### config.mk
export PLATFORM = sky130hd
export DESIGN_NAME = aftab_seq_divider
export DESIGN_NICKNAME = d
export VERILOG_FILES = /design/src/rtl/aftab_div_pkg.sv /design/src/rtl/aftab_div_step.sv /design/src/rtl/aftab_seq_divider.sv
export SDC_FILE = /design/constraint.sdc
export NUM_CORES = 1
export LEC_CHECK = 0
export ABC_AREA = 1
export BUFFER_PORTS_ARGS = -buffer_cell sky130_fd_sc_hd__buf_2
export CELL_PAD_IN_SITES_DETAIL_PLACEMENT = 1
export CELL_PAD_IN_SITES_GLOBAL_PLACEMENT = 2
export CORE_MARGIN = 1.5
export CORE_UTILIZATION = 35
export DETAILED_ROUTE_END_ITERATION = 10
export GPL_ROUTABILITY_DRIVEN = 0
export PLACE_DENSITY_LB_ADDON = 0.1
export SLEW_MARGIN = 0
export SYNTH_ARGS = -nofsm -noshare
export SYNTH_HDL_FRONTEND = slang
export SYNTH_HIERARCHICAL = 1
export SYNTH_SLANG_ARGS = --single-unit
### constraint.sdc
create_clock -name clk -period 5.6 [get_ports clk]
set_input_delay 1.12 -clock clk [delete_from_list [all_inputs] [get_ports clk]]
set_output_delay 1.12 -clock clk [all_outputs]
set_load 0.1 [all_outputs]
### src/rtl/aftab_div_pkg.sv
`default_nettype none
// ============================================================================
//  Module      : aftab_div_pkg
//  Description : Shared definitions for the AFTAB sequential divider.
//                - divider FSM state encoding (2-bit localparams)
//                - clog2() helper used to size the iteration counter
//  Revision    : 1.0 - initial release
// ============================================================================
package aftab_div_pkg;

    localparam logic [1:0] S_IDLE = 2'd0;
    localparam logic [1:0] S_PREP = 2'd1;
    localparam logic [1:0] S_ITER = 2'd2;
    localparam logic [1:0] S_FIX  = 2'd3;

    // Bits needed to count 0..value-1; never less than one bit.
    function automatic int clog2(input int value);
        int r;
        r = 0;
        for (int i = 0; i < 31; i++) begin
            if ((1 << i) < value) begin
                r = i + 1;
            end
        end
        return (r == 0) ? 1 : r;
    endfunction

endpackage
`default_nettype wire

### src/rtl/aftab_div_step.sv
`default_nettype none
// ============================================================================
//  Module      : aftab_div_step
//  Description : One combinational restoring-division step.
//                Shifts the next dividend bit (MSB of i_q) into the partial
//                remainder, trial-subtracts the divisor magnitude and either
//                keeps the difference (quotient bit 1) or restores (bit 0).
//  Ports       : i_rem     partial remainder in
//                i_q       dividend/quotient shift register in
//                i_dvs_mag divisor magnitude
//                o_rem     partial remainder out
//                o_q       quotient shift register out
//  Revision    : 1.0 - initial release
// ============================================================================
module aftab_div_step #(
    parameter int WIDTH = 32
) (
    input  logic [WIDTH-1:0] i_rem,
    input  logic [WIDTH-1:0] i_q,
    input  logic [WIDTH-1:0] i_dvs_mag,
    output logic [WIDTH-1:0] o_rem,
    output logic [WIDTH-1:0] o_q
);

    logic [WIDTH:0] w_shift;
    logic [WIDTH:0] w_trial;

    // The partial remainder is always below the divisor magnitude, so its
    // (WIDTH+1)-bit form has a zero top bit and only WIDTH bits are carried.
    // The shifted value and the trial difference need the full WIDTH+1 bits;
    // w_trial[WIDTH] is the sign of the trial subtraction.
    always_comb begin
        w_shift = {i_rem, i_q[WIDTH-1]};
        w_trial = w_shift - {1'b0, i_dvs_mag};
        o_rem   = w_shift[WIDTH-1:0];
        o_q     = {i_q[WIDTH-2:0], 1'b0};
        if (!w_trial[WIDTH]) begin
            o_rem = w_trial[WIDTH-1:0];
            o_q   = {i_q[WIDTH-2:0], 1'b1};
        end
    end

endmodule
`default_nettype wire

### src/rtl/aftab_seq_divider.sv
`default_nettype none
// ============================================================================
//  Module      : aftab_seq_divider
//  Description : Iterative restoring divider for DIV/DIVU/REM/REMU.
//                IDLE -> PREP -> ITER (WIDTH cycles) -> FIX -> IDLE.
//                Operands are converted to magnitudes in PREP, one quotient
//                bit is produced per ITER cycle, and FIX applies the sign
//                fix-up and registers the results with a one-cycle done.
//  Ports       : clk, rst (sync, active-high)
//                start, signed_op, dividend, divisor  - request
//                busy, done                           - handshake
//                quotient, remainder, div_by_zero     - held results
//  Options     : AFTAB_DIV_ZERO_FASTPATH_EN - a zero divisor skips ITER,
//                giving done 2 edges after start with identical results.
//  Revision    : 1.0 - initial release
// ============================================================================
module aftab_seq_divider #(
    parameter int WIDTH = 32
) (
    input  logic             clk,
    input  logic             rst,
    input  logic             start,
    input  logic             signed_op,
    input  logic [WIDTH-1:0] dividend,
    input  logic [WIDTH-1:0] divisor,
    output logic             busy,
    output logic             done,
    output logic [WIDTH-1:0] quotient,
    output logic [WIDTH-1:0] remainder,
    output logic             div_by_zero
);

    import aftab_div_pkg::*;

    localparam int               c_cnt_w = clog2(WIDTH);
    localparam logic [c_cnt_w-1:0] c_last = c_cnt_w'(WIDTH - 1);

    logic [1:0]         r_state;
    logic [1:0]         w_next_state;
    logic [c_cnt_w-1:0] r_cnt;
    logic [WIDTH-1:0]   r_dvd;
    logic [WIDTH-1:0]   r_dvs;
    logic               r_signed;
    logic               r_sd;
    logic               r_sv;
    logic [WIDTH-1:0]   r_dvs_mag;
    logic [WIDTH-1:0]   r_q;
    logic [WIDTH-1:0]   r_rem;

    logic               w_sd;
    logic               w_sv;
    logic [WIDTH-1:0]   w_dvd_mag;
    logic [WIDTH-1:0]   w_dvs_mag;
    logic [WIDTH-1:0]   w_step_rem;
    logic [WIDTH-1:0]   w_step_q;
    logic               w_dvs_zero;

    // Magnitudes: -2^(WIDTH-1) negates to itself, which read as unsigned
    // is exactly the magnitude 2^(WIDTH-1).
    assign w_sd       = r_dvd[WIDTH-1] & r_signed;
    assign w_sv       = r_dvs[WIDTH-1] & r_signed;
    assign w_dvd_mag  = w_sd ? (~r_dvd + 1'b1) : r_dvd;
    assign w_dvs_mag  = w_sv ? (~r_dvs + 1'b1) : r_dvs;
    assign w_dvs_zero = (r_dvs == '0);

    assign busy = (r_state != S_IDLE);

    aftab_div_step #(
        .WIDTH (WIDTH)
    ) u_step (
        .i_rem     (r_rem),
        .i_q       (r_q),
        .i_dvs_mag (r_dvs_mag),
        .o_rem     (w_step_rem),
        .o_q       (w_step_q)
    );

    always_ff @(posedge clk) begin
        if (rst) begin
            r_state <= S_IDLE;
        end else begin
            r_state <= w_next_state;
        end
    end

    always_comb begin
        w_next_state = r_state;
        case (r_state)
            S_IDLE: begin
                if (start) begin
                    w_next_state = S_PREP;
                end
            end
            S_PREP: begin
`ifdef AFTAB_DIV_ZERO_FASTPATH_EN
                w_next_state = w_dvs_zero ? S_FIX : S_ITER;
`else
                w_next_state = S_ITER;
`endif
            end
            S_ITER: begin
                if (r_cnt == c_last) begin
                    w_next_state = S_FIX;
                end
            end
            default: begin
                w_next_state = S_IDLE;
            end
        endcase
    end

    always_ff @(posedge clk) begin
        if (rst) begin
            done        <= 1'b0;
            quotient    <= '0;
            remainder   <= '0;
            div_by_zero <= 1'b0;
            r_cnt       <= '0;
            r_dvd       <= '0;
            r_dvs       <= '0;
            r_signed    <= 1'b0;
            r_sd        <= 1'b0;
            r_sv        <= 1'b0;
            r_dvs_mag   <= '0;
            r_q         <= '0;
            r_rem       <= '0;
        end else begin
            done <= 1'b0;
            case (r_state)
                S_IDLE: begin
                    if (start) begin
                        r_dvd    <= dividend;
                        r_dvs    <= divisor;
                        r_signed <= signed_op;
                    end
                end
                S_PREP: begin
                    r_sd      <= w_sd;
                    r_sv      <= w_sv;
                    r_dvs_mag <= w_dvs_mag;
                    r_q       <= w_dvd_mag;   // dividend bits shift out as quotient bits shift in
                    r_rem     <= '0;
                    r_cnt     <= '0;
`ifdef AFTAB_DIV_ZERO_FASTPATH_EN
                    // Same values the full iteration would leave for a zero divisor.
                    if (w_dvs_zero) begin
                        r_q   <= '1;
                        r_rem <= w_dvd_mag;
                    end
`endif
                end
                S_ITER: begin
                    r_rem <= w_step_rem;
                    r_q   <= w_step_q;
                    r_cnt <= r_cnt + 1'b1;
                end
                default: begin
                    // A zero divisor keeps the all-ones quotient unsigned-style,
                    // and the remainder fix-up returns the original dividend.
                    quotient    <= ((r_sd ^ r_sv) && !w_dvs_zero) ? (~r_q + 1'b1) : r_q;
                    remainder   <= r_sd ? (~r_rem + 1'b1) : r_rem;
                    div_by_zero <= w_dvs_zero;
                    done        <= 1'b1;
                end
            endcase
        end
    end

endmodule
`default_nettype wire

==> After elaboration in Yosys (flattened, before gate mapping) <==
Cells that the tools add are included.
{ "totals": {"register_bits": 236, "out_inout_bits": 67, "word_cells": 54} }
{ "op_classes": {"n_addsub": 6, "eq_ne": 5, "mux": 13, "bitwise_logic": 7, "n_reduce_logical": 9} }
{ "ops": {"columns": ["op", "n"], "rows": [
  ["two-way mux 32 bit", 5],
  ["adder 32 x 1 -> 32 bit, second input constant", 4],
  ["NOT 32 bit", 4],
  ["case mux 32 bit (2 select lines)", 2],
  ["subtractor 33 x 32 -> 33 bit", 1],
  ["zero test 32 bit", 1],
  ["case mux 5 bit (2 select lines)", 1],
  ["case mux 2 bit (3 select lines)", 1],
  ["adder 5 x 1 -> 5 bit, second input constant", 1],
  ["equality test 5 bit, second input constant", 1],
  ["two-way mux 2 bit", 2],
  ["inequality test 2 bit, second input constant", 2],
  ["AND reduction 2 bit", 2],
  ["nonzero test 2 bit", 2],
  ["OR reduction 3 bit", 1],
  ["AND 1 bit", 2],
  ["equality test 2 x 1 -> 1 bit, second input constant", 1],
  ["equality test 2 bit, second input constant", 1],
  ["zero test 2 bit", 1],
  ["two-way mux 1 bit", 2],
  ["logical AND 1 bit", 1],
  ["zero test 1 bit", 1],
  ["bitwise XOR 1 bit", 1]
]} }

==> Longest topological paths before layout <==
Gate-level depths: netlist (run 1).
{ "depth": {"ltp_word": 4, "mapped_depth": 19} }

==> Modules after synthesis <==
The synthesis (run 1) kept the hierarchy.
{ "by_module_without_submodules": {"columns": ["mod", "n_inst", "cells_per_inst", "area_each_um2", "seq_area_each_um2"], "rows": [
  ["aftab_seq_divider", 1, 1968, 12882.4, 4724.5],
  ["aftab_div_step", 1, 714, 3395.8, 0.0]
]} }

==> Worst setup path after synthesis (run 1) <==
Ideal clock, no wire load.
{ "synth_timing": {"path_type": "register to output", "from": "register r_state[0]", "to": "output busy", "t_arrival_ns": 1.221, "setup_slack_ns": 3.259, "stages_incl_launch_ff": 4, "path_buffers": 0, "cell_sequence": "dfxtp_1 inv_1 ha_1 inv_1"} }
{ "synth_between": {"elab_chain_len": 1} }
{ "synth_rtl": {"columns": ["element", "line_no", "rtl"], "rows": [
  ["start: declaration", "aftab_seq_divider.sv:38", "logic [1:0] r_state;"],
  ["start signal: assignment", "aftab_seq_divider.sv:82", "r_state <= w_next_state;"],
  ["nonzero test 2 bit", "aftab_seq_divider.sv:66", "assign busy = (r_state != S_IDLE);"],
  ["end: declaration", "aftab_seq_divider.sv:26", "output logic busy,"]
]} }
Every way passes these cells.

==> Worst setup path after layout (run 1) <==
Same ends and word-level chain as after synthesis.

==> flow_metrics.py, run 1 <==
metrics = {
    "power": {
        "peakVddDrop_mv": 0.504,
        "powerDensity_nw_per_um2": 575,
        "power_leakage_nw": 8.98,
        "totalPowerFinal_w": 0.0104,
    },
    "logic_synthesis": {
        "syn_area_um2": 16300,
        "syn_nets": 2793,
        "synth_seq_cells": 236,
        "ys.flop_type": "dfxtp_1",
        "synth_area_per_cell_um2": 6.07,
        "synthArstFlopShare_pct": 0,
        "yosysSeqAreaShare_pct": 29.0,
        "synth-edff-count": 0,
        "syn-instance-count": 2682,
        "ys_types": 51,
        "ys.warnings.count": 6,
    },
    "finish": {
        "area_growth_pct": 10.8,
        "final_common_cell": "nand2_1",
        "diodes": 0,
        "fin_nets": 2828,
        "mostFrequentLayoutCells": "nand2_1, inv_1, nor2_1",
        "finalNonFillerCells": 3341,
        "drive_above_1_share_pct": 10.8,
    },
    "global_routing": {
        "gr-total-overflow": 0,
        "grt_antenna_before_repair": 1,
        "grt_pass1_vias": 16815,
        "grt_max_degree": 126,
        "grtUsageTotal_pct": 24.8,
        "grt_pass1_wl_um": 93700,
    },
    "clock_tree": {
        "h-tree-depth": 1,
        "clk_pin_slew_ns": 0.06,
        "cts_resized": 0,
        "cts_buffers": 30,
        "cts_setup_buffers": 0,
        "cts.sinks": 236,
        "cts.hold.buffers_added": 0,
        "cts_buffer_depth": 3,
        "root_buffer": "clkbuf_16",
        "worstSkewPairLatency_ns": 0.62,
        "cts_tree": "yes",
    },
    "routing": {
        "drt_iter0_drc": 865,
        "drc": 0,
        "wl_per_cell_um": 17.6,
        "routed_wl_um": 58900,
        "antenna_left": 0,
        "vias_per_cell": 5.04,
        "vias": 16823,
        "drt-pass1-iter-count": 5,
    },
    "sta": {
        "fin_crit_sh_pct": 54.5,
        "setup_viol": 0,
        "fin_tns_setup_ns": 0,
        "grt_setup_unrepaired": "no",
        "worst_pin_slew_ns": 1.07,
        "clock_skew_ns": 0.0514,
        "hold_violations": 0,
        "min_period_ns": 3.05,
        "slew_viol_final": 0,
        "maxSlewHeadroom_pct": 28.4,
        "fmax_mhz": 328,
    },
    "placement": {
        "dpl.hpwl_um": 45600,
        "port_buffers": 134,
        "dp.cells": 3285,
    },
    "floorplan": {
        "die_width_um": 219,
        "initial_core_util_pct": 35.6,
        "die_y_um": 219,
        "core_um2": 45700,
        "die_area_um2": 47800,
        "rows": 78,
        "boundaryPins": 135,
    },
    "worst_setup_path": {
        "crit_path_max_fanout": 3,
        "path_class": "flip-flop to output pin",
        "critPathLaunchType": "flip-flop",
        "timing.critical_path.to_type": "output pin",
        "arrival_ns": 1.93,
        "worstPathRequired_ns": 4.48,
    },
    "outcome": {
        "status": "finished, final reports clean",
    },
    "job": {
        "drv_cap": 0,
    },
    "hold_path": {
        "hold_class": "flip-flop to flip-flop",
    },
}
==> registers in the layout, indices dropped and copies added (netlist names), 2 cells and up <==
| name | flops |
|---|---|
| quotient | 32 |
| remainder | 32 |
| r_rem | 32 |
| r_state | 2 |
| r_dvs_mag | 32 |
| r_dvs | 32 |
| r_cnt | 5 |
| r_q | 32 |
| r_dvd | 32 |
==> report_power, final <==
| group | total (W) | internal [W] | switching (W) |
|---|---|---|---|
| Clock | 0.00197 | 0.00117 | 0.000804 |
| Combinational | 0.00600 | 0.00154 | 0.00446 |
| Sequential | 0.00240 | 0.00205 | 0.000347 |
| Total | 0.0104 | 0.00476 | 0.00561 |
==> worst max-delay path, stage by stage (launching register included) <==
cell	delay [ns]
dfxtp_1	0.40
inv_1	0.11
ha_2	0.22
inv_1	0.14
buf_2	0.45
==> final cells by class <==
| class | instances | area [um2] |
|---|---|---|
| Fill cell | 6175 | 27600 |
| Multi-Input combinational cell | 1897 | 9280 |
| Sequential cell | 236 | 4720 |
| Inverter | 410 | 1540 |
| Clock buffer | 47 | 915 |
| Tap cell | 600 | 751 |
| Timing Repair Buffer | 142 | 733 |
| Clock inverter | 9 | 104 |
==> stage by stage <==
step	worst slack (ns)	utilization [%]	instance area [um2]	hold WS [ns]
6_report	2.55	39.5	18000	0.473
5_1_grt	2.27	39.5	18000	0.495
4_1_cts	2.51	39.5	18000	0.477
3_5_place_dp	2.33	37.3	17000	0.468
3_3_place_gp	2.43	37.3	17000	0.457
2_1_floorplan	3.26	-	16300	0.445
==> routing by layer <==
metal | wire length (um) | track usage (%) | up-vias
met5 | 13 | 0 | -
met4 | 1600 | 6.55 | 2
met3 | 1940 | 2.81 | 78
met2 | 24700 | 38.1 | 274
met1 | 30600 | 36.4 | 7943
li1 | - | - | 8526
==> cells by family after synthesis <==
kind of cell	count (synthesis)	synth area share [%]
simple gates	1386	36.8
compound gates	418	13.9
flops	236	29.0
fa+ha+maj	43	3.35
buf+inv	549	14.2
xor+xnor	50	2.74
==> cells in the mapped netlist, types with 3 or more instances <==
cell | number | area share, %
nor3_1 | 22 | 0.68
and2_1 | 5 | 0.19
nor2_4 | 12 | 0.83
a31oi_1 | 16 | 0.61
inv_2 | 16 | 0.37
o21ai_2 | 5 | 0.27
o21bai_1 | 8 | 0.37
clkbuf_1 | 70 | 1.6
nand4_1 | 42 | 1.6
o211ai_2 | 3 | 0.23
buf_1 | 8 | 0.18
xor2_1 | 47 | 2.5
nand3_2 | 9 | 0.55
buf_6 | 11 | 0.76
and3_1 | 3 | 0.12
buf_4 | 39 | 1.8
ha_1 | 42 | 3.2
dfxtp_1 | 236 | 29
o21ai_1 | 18 | 0.55
nand3_1 | 242 | 7.4
nand2_1 | 691 | 16
nor2_2 | 15 | 0.58
nand2_2 | 19 | 0.73
nand3b_1 | 3 | 0.14
inv_1 | 392 | 9.0
nor2_1 | 306 | 7.1
or2_2 | 4 | 0.15
o21ai_0 | 163 | 5.0
nand2_4 | 5 | 0.35
a21oi_1 | 178 | 5.5
o211ai_1 | 9 | 0.42
buf_2 | 10 | 0.31
o221ai_1 | 8 | 0.43
==> worst paths after layout <==
path                                start  cells after the start  slack [ns]                      to
hold reg to reg     r_cnt[4]$_SDFFE_PP0P_                      2        0.47   r_cnt[4]$_SDFFE_PP0P_
setup / recovery  r_state[0]$_SDFFE_PP0P_                      4        2.55                    busy
hold / removal      r_cnt[4]$_SDFFE_PP0P_                      2        0.47   r_cnt[4]$_SDFFE_PP0P_
setup reg to reg     r_q[31]$_SDFFE_PP0P_                     18        2.58  r_rem[14]$_SDFFE_PP0P_
No activity file was read; power rests on OpenSTA's default activity.
==> run 2, diff against run 1 <==
--- a/config.mk
+++ b/config.mk
@@ -10,7 +10,7 @@
 export CELL_PAD_IN_SITES_DETAIL_PLACEMENT = 1
 export CELL_PAD_IN_SITES_GLOBAL_PLACEMENT = 2
 export CORE_MARGIN = 1.5
-export CORE_UTILIZATION = 35
+export CORE_UTILIZATION = 30
 export DETAILED_ROUTE_END_ITERATION = 10
 export GPL_ROUTABILITY_DRIVEN = 0
 export PLACE_DENSITY_LB_ADDON = 0.1
==> constraint.sdc (replaced) <==
create_clock -name clk -period 2.8 [get_ports clk]
set_input_delay 0.56 -clock clk [delete_from_list [all_inputs] [get_ports clk]]
set_output_delay 0.56 -clock clk [all_outputs]
set_load 0.1 [all_outputs]
==> run 2 against run 1 <==
  * Power is 110% higher
  * Utilization fell by 4.7 points
  * Global-route usage shrank 2.4 points
  * Clock skew is 0.030 ns lower
  * Combinational power rose by 110%
  * Via count rose by 0.51%
  * Sequential share of layout area is 0.94 points lower
  * Sequential power rose by 99%
  * Die area rose by 16%
  * Clock power rose by 120%
  * Highest routed layer is now met4
==> flow_metrics.py, run 2 (synthesized netlist as in run 1, its figures left out) <==
metrics = {
    "sta": {
        "clock_skew_ns": 0.0209,
        "slew_viol_final": 0,
        "hold_violations": 0,
        "grt_setup_unrepaired": "yes",
        "fmax_mhz": 384,
        "worst_pin_slew_ns": 1.04,
        "min_period_ns": 2.60,
        "fin_tns_setup_ns": 0,
        "fin_crit_sh_pct": 92.9,
        "maxSlewHeadroom_pct": 30.3,
        "setup_viol": 0,
        "fin_ws_ns": 0.198,
    },
    "finish": {
        "mostFrequentLayoutCells": "nand2_1, inv_1, nor2_1",
        "area_growth_pct": 15.0,
        "drive_above_1_share_pct": 12.4,
        "fin_nets": 2871,
        "finalNonFillerCells": 3481,
        "final_common_cell": "nand2_1",
        "diodes": 0,
    },
    "clock_tree": {
        "cts_buffers": 31,
        "cts_buffer_depth": 3,
        "clk_pin_slew_ns": 0.06,
        "cts_tree": "yes",
        "cts.sinks": 236,
        "root_buffer": "clkbuf_16",
        "worstSkewPairLatency_ns": 0.60,
        "h-tree-depth": 1,
        "cts_setup_buffers": 0,
        "cts.hold.buffers_added": 0,
    },
    "worst_setup_path": {
        "path_depth": 14,
        "arrival_ns": 3.12,
        "r2r_slack_ns": 0.20,
        "cpMostUsedCell": "nand2_1",
        "worstPathRequired_ns": 3.32,
        "cpPeakStageDelay_ns": 0.48,
        "path_class": "flip-flop to flip-flop",
        "critPathLaunchType": "flip-flop",
        "path_buf_inv": 2,
        "timing.critical_path.to_type": "flip-flop",
        "cp_cell_sequence": "ha_1 > nand2_1 > inv_1 > nand2_1 > nand2_1 > inv_1 > nand2_1 > a21oi_2 > nand3_2 > nand2_8 > nand2_1 > nand2_1 > nand3_1 > a21oi_1",
        "ff2ff_path_depth": 14,
        "cpLargestDelayFamily": "simple AND/OR/NAND/NOR gates",
        "crit_path_max_fanout": 16,
        "cp_slowest_cell": "dfxtp_1",
    },
    "global_routing": {
        "grt_pass1_vias": 16894,
        "grt_max_degree": 129,
        "gr-total-overflow": 0,
        "grt_antenna_before_repair": 0,
        "grtUsageTotal_pct": 22.4,
        "grt_pass1_wl_um": 98900,
    },
    "placement": {
        "dp_worst_setup_slack_ns": 0.0715,
        "dp.cells": 3419,
        "port_buffers": 134,
        "dpl.hpwl_um": 49500,
    },
    "floorplan": {
        "die_area_um2": 55700,
        "die_y_um": 236,
        "rows": 85,
        "die_width_um": 236,
        "core_um2": 53700,
        "initial_core_util_pct": 30.3,
        "boundaryPins": 135,
    },
    "routing": {
        "drc": 0,
        "routed_wl_um": 63500,
        "vias": 16908,
        "drt_iter0_drc": 829,
        "antenna_left": 0,
        "wl_per_cell_um": 18.2,
        "drt-pass1-iter-count": 5,
        "vias_per_cell": 4.86,
    },
    "hold_path": {
        "hold_depth": 3,
        "hold_class": "input pin to flip-flop",
    },
    "power": {
        "power_frac_comb_pct": 58.2,
        "switching_share_pct": 53.8,
        "p_int_w": 0.00997,
        "power_leakage_nw": 9.30,
        "p_clk_share_pct": 19.7,
        "p_switching_w": 0.0116,
        "peakVddDrop_mv": 0.730,
        "seqPwrFrac_pct": 22.1,
        "powerDensity_nw_per_um2": 1150,
    },
    "job": {
        "drv_cap": 0,
    },
    "outcome": {
        "status": "finished, final reports clean",
    },
}
[run 2: cell count changes in the layout (fill, tap and decap cells not counted), sizes merged]
cell,change
buf,+38
nand2,+4
bufinv,+2
clkinv,-2
inv,+2
[run 2: worst min-delay path, stage by stage]
cell and delay [ns]:
buf_2 0.07, o21ai_0 0.07, nor2_1 0.08
[run 2: layout make-up]
cell class,count,area (um2)
Fill cell,7021,35000
Multi-Input combinational cell,1901,9390
Sequential cell,236,4720
Inverter,410,1540
Timing Repair Buffer,180,1080
Clock buffer,47,946
Tap cell,696,871
Clock inverter,11,158
[run 2: path summary, 6_finish.rpt]
kind / startpoint / endpoint
worst min-delay path: dividend[31] / r_dvd[31]$_SDFFE_PP0P_
worst min register to register: r_cnt[4]$_SDFFE_PP0P_ / r_cnt[4]$_SDFFE_PP0P_
worst max-delay path: r_rem[21]$_SDFFE_PP0P_ / r_rem[9]$_SDFFE_PP0P_
worst max register to register: r_rem[21]$_SDFFE_PP0P_ / r_rem[9]$_SDFFE_PP0P_
[run 2: through the flow]
| stage | hold WS (ns) | total power (W) | cell area [um2] | util [%] |
|---|---|---|---|---|
| floorplan | 0.445 | 0.0139 | 16300 | - |
| CTS | 0.180 | 0.0216 | 18600 | 34.6 |
| detailed placement | 0.474 | 0.0173 | 17500 | 32.6 |
| global route | 0.232 | 0.0233 | 18700 | 34.8 |
| global placement | 0.458 | 0.0171 | 17500 | 32.6 |
| finish | 0.226 | 0.0216 | 18700 | 34.8 |
[run 2: timing repair]
item                                    in CTS  in global routing
endpoints found under the hold margin        0                  0
resized for setup                            0                 12
endpoints found under the setup margin       0                 33
[run 2: power by group through the flow]
stage,sequential (W),clock [W],combinational (W)
floorplan,0.00581,0,0.00809
global placement,0.00481,0,0.0123
detailed placement,0.00484,0,0.0124
CTS,0.00477,0.00438,0.0125
global route,0.00487,0.00450,0.0139
finish,0.00477,0.00424,0.0125
[run 2: per-layer routing]
layer  track usage, %  vias up  share of wire [%]
li1                 -     8622                  -
met1             33.0     7914                 52
met2             34.6      294                 42
met3             2.12       78                3.3
met4             6.41        0                2.9
met5                0        -                  0
==> run 3, diff against run 2 <==
--- a/config.mk
+++ b/config.mk
@@ -14,6 +14,7 @@
 export DETAILED_ROUTE_END_ITERATION = 10
 export GPL_ROUTABILITY_DRIVEN = 0
 export PLACE_DENSITY_LB_ADDON = 0.1
+export SETUP_SLACK_MARGIN = 0.4
 export SLEW_MARGIN = 0
 export SYNTH_ARGS = -nofsm -noshare
 export SYNTH_HDL_FRONTEND = slang
==> run 3 against run 2 <==
  * Worst setup slack gained 0.25 ns
  * Power grew 4.6%
  * Clock power is essentially flat
  * Count of clock-buffer cells in the layout is the same
  * Critical path depth grew 3
  * Maximum frequency grew 11%
  * Via count grew 1.2%
  * Sequential share of layout area shrank 1.0 points
  * Worst hold slack lost 0.0013 ns
  * Clock skew grew 0.0014 ns
  * Sequential cell count is the same
  * Utilization grew 1.6 points
  * Critical path type unchanged
  * Critical endpoint is now r_rem[26]$_SDFFE_PP0P_
  * Largest power group unchanged
  * Highest routed layer unchanged
==> flow_metrics.py, run 3 (synthesized netlist as in run 1, its figures left out) <==
metrics = {
    "placement": {
        "dpl.hpwl_um": 49500,
        "port_buffers": 134,
        "dp_worst_setup_slack_ns": 0.0715,
    },
    "floorplan": {
        "die_area_um2": 55700,
        "die_y_um": 236,
        "die_width_um": 236,
        "rows": 85,
        "core_um2": 53700,
        "initial_core_util_pct": 30.3,
        "boundaryPins": 135,
    },
    "sta": {
        "fin_tns_setup_ns": 0,
        "clock_skew_ns": 0.0224,
        "setup_viol": 0,
        "fmax_mhz": 425,
        "fin_ws_ns": 0.448,
        "slew_viol_final": 0,
        "maxSlewHeadroom_pct": 52.1,
        "worst_pin_slew_ns": 0.718,
        "hold_violations": 0,
        "fin_crit_sh_pct": 84.0,
        "grt_setup_unrepaired": "yes",
        "min_period_ns": 2.35,
    },
    "finish": {
        "fillCellCount": 6965,
        "area_growth_pct": 20.2,
        "fin_nets": 2886,
        "final_common_cell": "nand2_1",
        "mostFrequentLayoutCells": "nand2_1, inv_1, nor2_1",
        "drive_above_1_share_pct": 16.4,
    },
    "power": {
        "p_int_w": 0.0105,
        "power_frac_comb_pct": 60.0,
        "powerDensity_nw_per_um2": 1150,
        "p_clk_share_pct": 18.8,
        "switching_share_pct": 53.5,
        "p_switching_w": 0.0121,
        "seqPwrFrac_pct": 21.2,
        "power_leakage_nw": 9.45,
        "peakVddDrop_mv": 0.664,
    },
    "global_routing": {
        "grt_max_degree": 129,
        "grt_pass1_wl_um": 101000,
        "grt_pass1_vias": 17111,
        "grtUsageTotal_pct": 23.1,
        "gr-total-overflow": 0,
        "grt_antenna_before_repair": 0,
    },
    "clock_tree": {
        "worstSkewPairLatency_ns": 0.60,
        "cts_tree": "yes",
        "cts_buffers": 31,
        "h-tree-depth": 1,
        "clk_pin_slew_ns": 0.06,
        "root_buffer": "clkbuf_16",
        "cts.sinks": 236,
        "cts_buffer_depth": 3,
    },
    "worst_setup_path": {
        "crit_path_max_fanout": 8,
        "path_class": "flip-flop to flip-flop",
        "ff2ff_path_depth": 17,
        "cpPeakStageDelay_ns": 0.31,
        "cp_slowest_cell": "dfxtp_1",
        "timing.critical_path.to_type": "flip-flop",
        "r2r-end": "r_rem[26]$_SDFFE_PP0P_",
        "arrival_ns": 2.88,
        "worstPathRequired_ns": 3.33,
        "r2r_start": "r_dvs_mag[22]$_SDFFE_PP0N_",
        "cpMostUsedCell": "nand2_1",
        "cp_cell_sequence": "inv_1 > ha_4 > nand2_2 > inv_1 > nand2_1 > nand2_1 > inv_1 > nand2_1 > a21oi_4 > buf_12 > nand3_4 > buf_12 > nand2_8 > nand2_1 > nand2_1 > nand3_1 > a21oi_1",
        "r2r_slack_ns": 0.45,
        "critPathLaunchType": "flip-flop",
    },
    "hold_path": {
        "hold_class": "input pin to flip-flop",
        "hold_depth": 3,
        "holdPathEnd": "r_dvd[31]$_SDFFE_PP0P_",
        "hold_path.startpoint": "dividend[31]",
    },
    "routing": {
        "wl_per_cell_um": 18.6,
        "vias": 17115,
        "antenna_left": 0,
        "drc": 0,
        "routed_wl_um": 65100,
        "drt-pass1-iter-count": 5,
        "drt_iter0_drc": 879,
        "vias_per_cell": 4.89,
    },
    "job": {
        "drv_cap": 0,
    },
    "outcome": {
        "status": "finished, final reports clean",
    },
}
-- run 3: worst max-delay path by stage --
stage,from,end,cells past startpoint
CTS,r_dvs[0]$_SDFFE_PP0P_,quotient[15]$_SDFFE_PP0P_,11
finish,r_dvs_mag[22]$_SDFFE_PP0N_,r_rem[26]$_SDFFE_PP0P_,17
detailed placement,r_q[31]$_SDFFE_PP0P_,r_rem[9]$_SDFFE_PP0P_,18
floorplan,r_q[31]$_SDFFE_PP0P_,r_rem[29]$_SDFFE_PP0P_,19
global placement,r_q[31]$_SDFFE_PP0P_,r_rem[4]$_SDFFE_PP0P_,18
global route,r_q[31]$_SDFFE_PP0P_,r_rem[25]$_SDFFE_PP0P_,18
-- run 3: what timing repair did --
| action | 4_1_cts | 5_1_grt |
|---|---|---|
| pin swaps | 21 | 22 |
| gates resized for setup | 64 | 91 |
| buffers inserted | 8 | 3 |
| hold buffers | 0 | 0 |
| cloned | 8 | 0 |
| setup endpoints to repair | 44 | 51 |
-- run 3: critical path: cells and delay by family (launching register included) --
family                     cells  cell delay [ns]
buffers and inverters          5             0.57
AOI/OAI and AO/OA              2             0.31
adders and majority gates      1             0.24
and+or+nand+nor                9             0.82
DFF                            1             0.31
-- run 3: final cells by class --
type	count	area (um2)	share of cell area, %
clock inverters	11	158	0.806
inverters	410	1540	7.87
diodes	1	2.50	0.0128
multi-input cells	1905	10100	51.6
repair buffers	191	1210	6.19
well taps	696	871	4.45
clock buffers	47	946	4.84
flip-flops and latches	236	4740	24.2
-- run 3: power by group through the flow --
stage	logic [W]	registers (W)	clock network, W
6_report	0.0135	0.00479	0.00424
2_1_floorplan	0.00809	0.00581	0
5_1_grt	0.0149	0.00489	0.00450
3_3_place_gp	0.0123	0.00481	0
4_1_cts	0.0130	0.00477	0.00438
3_5_place_dp	0.0124	0.00484	0
-- run 3: through the flow --
stage | power, W | utilization (%) | instances | cell area (um2) | hold WS [ns]
final | 0.0226 | 36.4 | 3497 | 19600 | 0.224
after detailed placement | 0.0173 | 32.6 | 3419 | 17500 | 0.474
after CTS | 0.0221 | 35.6 | 3493 | 19100 | 0.180
after global placement | 0.0171 | 32.6 | 3419 | 17500 | 0.458
after global routing | 0.0243 | 36.4 | 3496 | 19600 | 0.232
after floorplan | 0.0139 | - | 2682 | 16300 | 0.445
-- run 3: routing by layer --
metal	global-route usage [%]	wire, um
met4	6.73	1650
met3	2.54	2390
met5	0	0
met2	35.5	27900
met1	33.7	33200
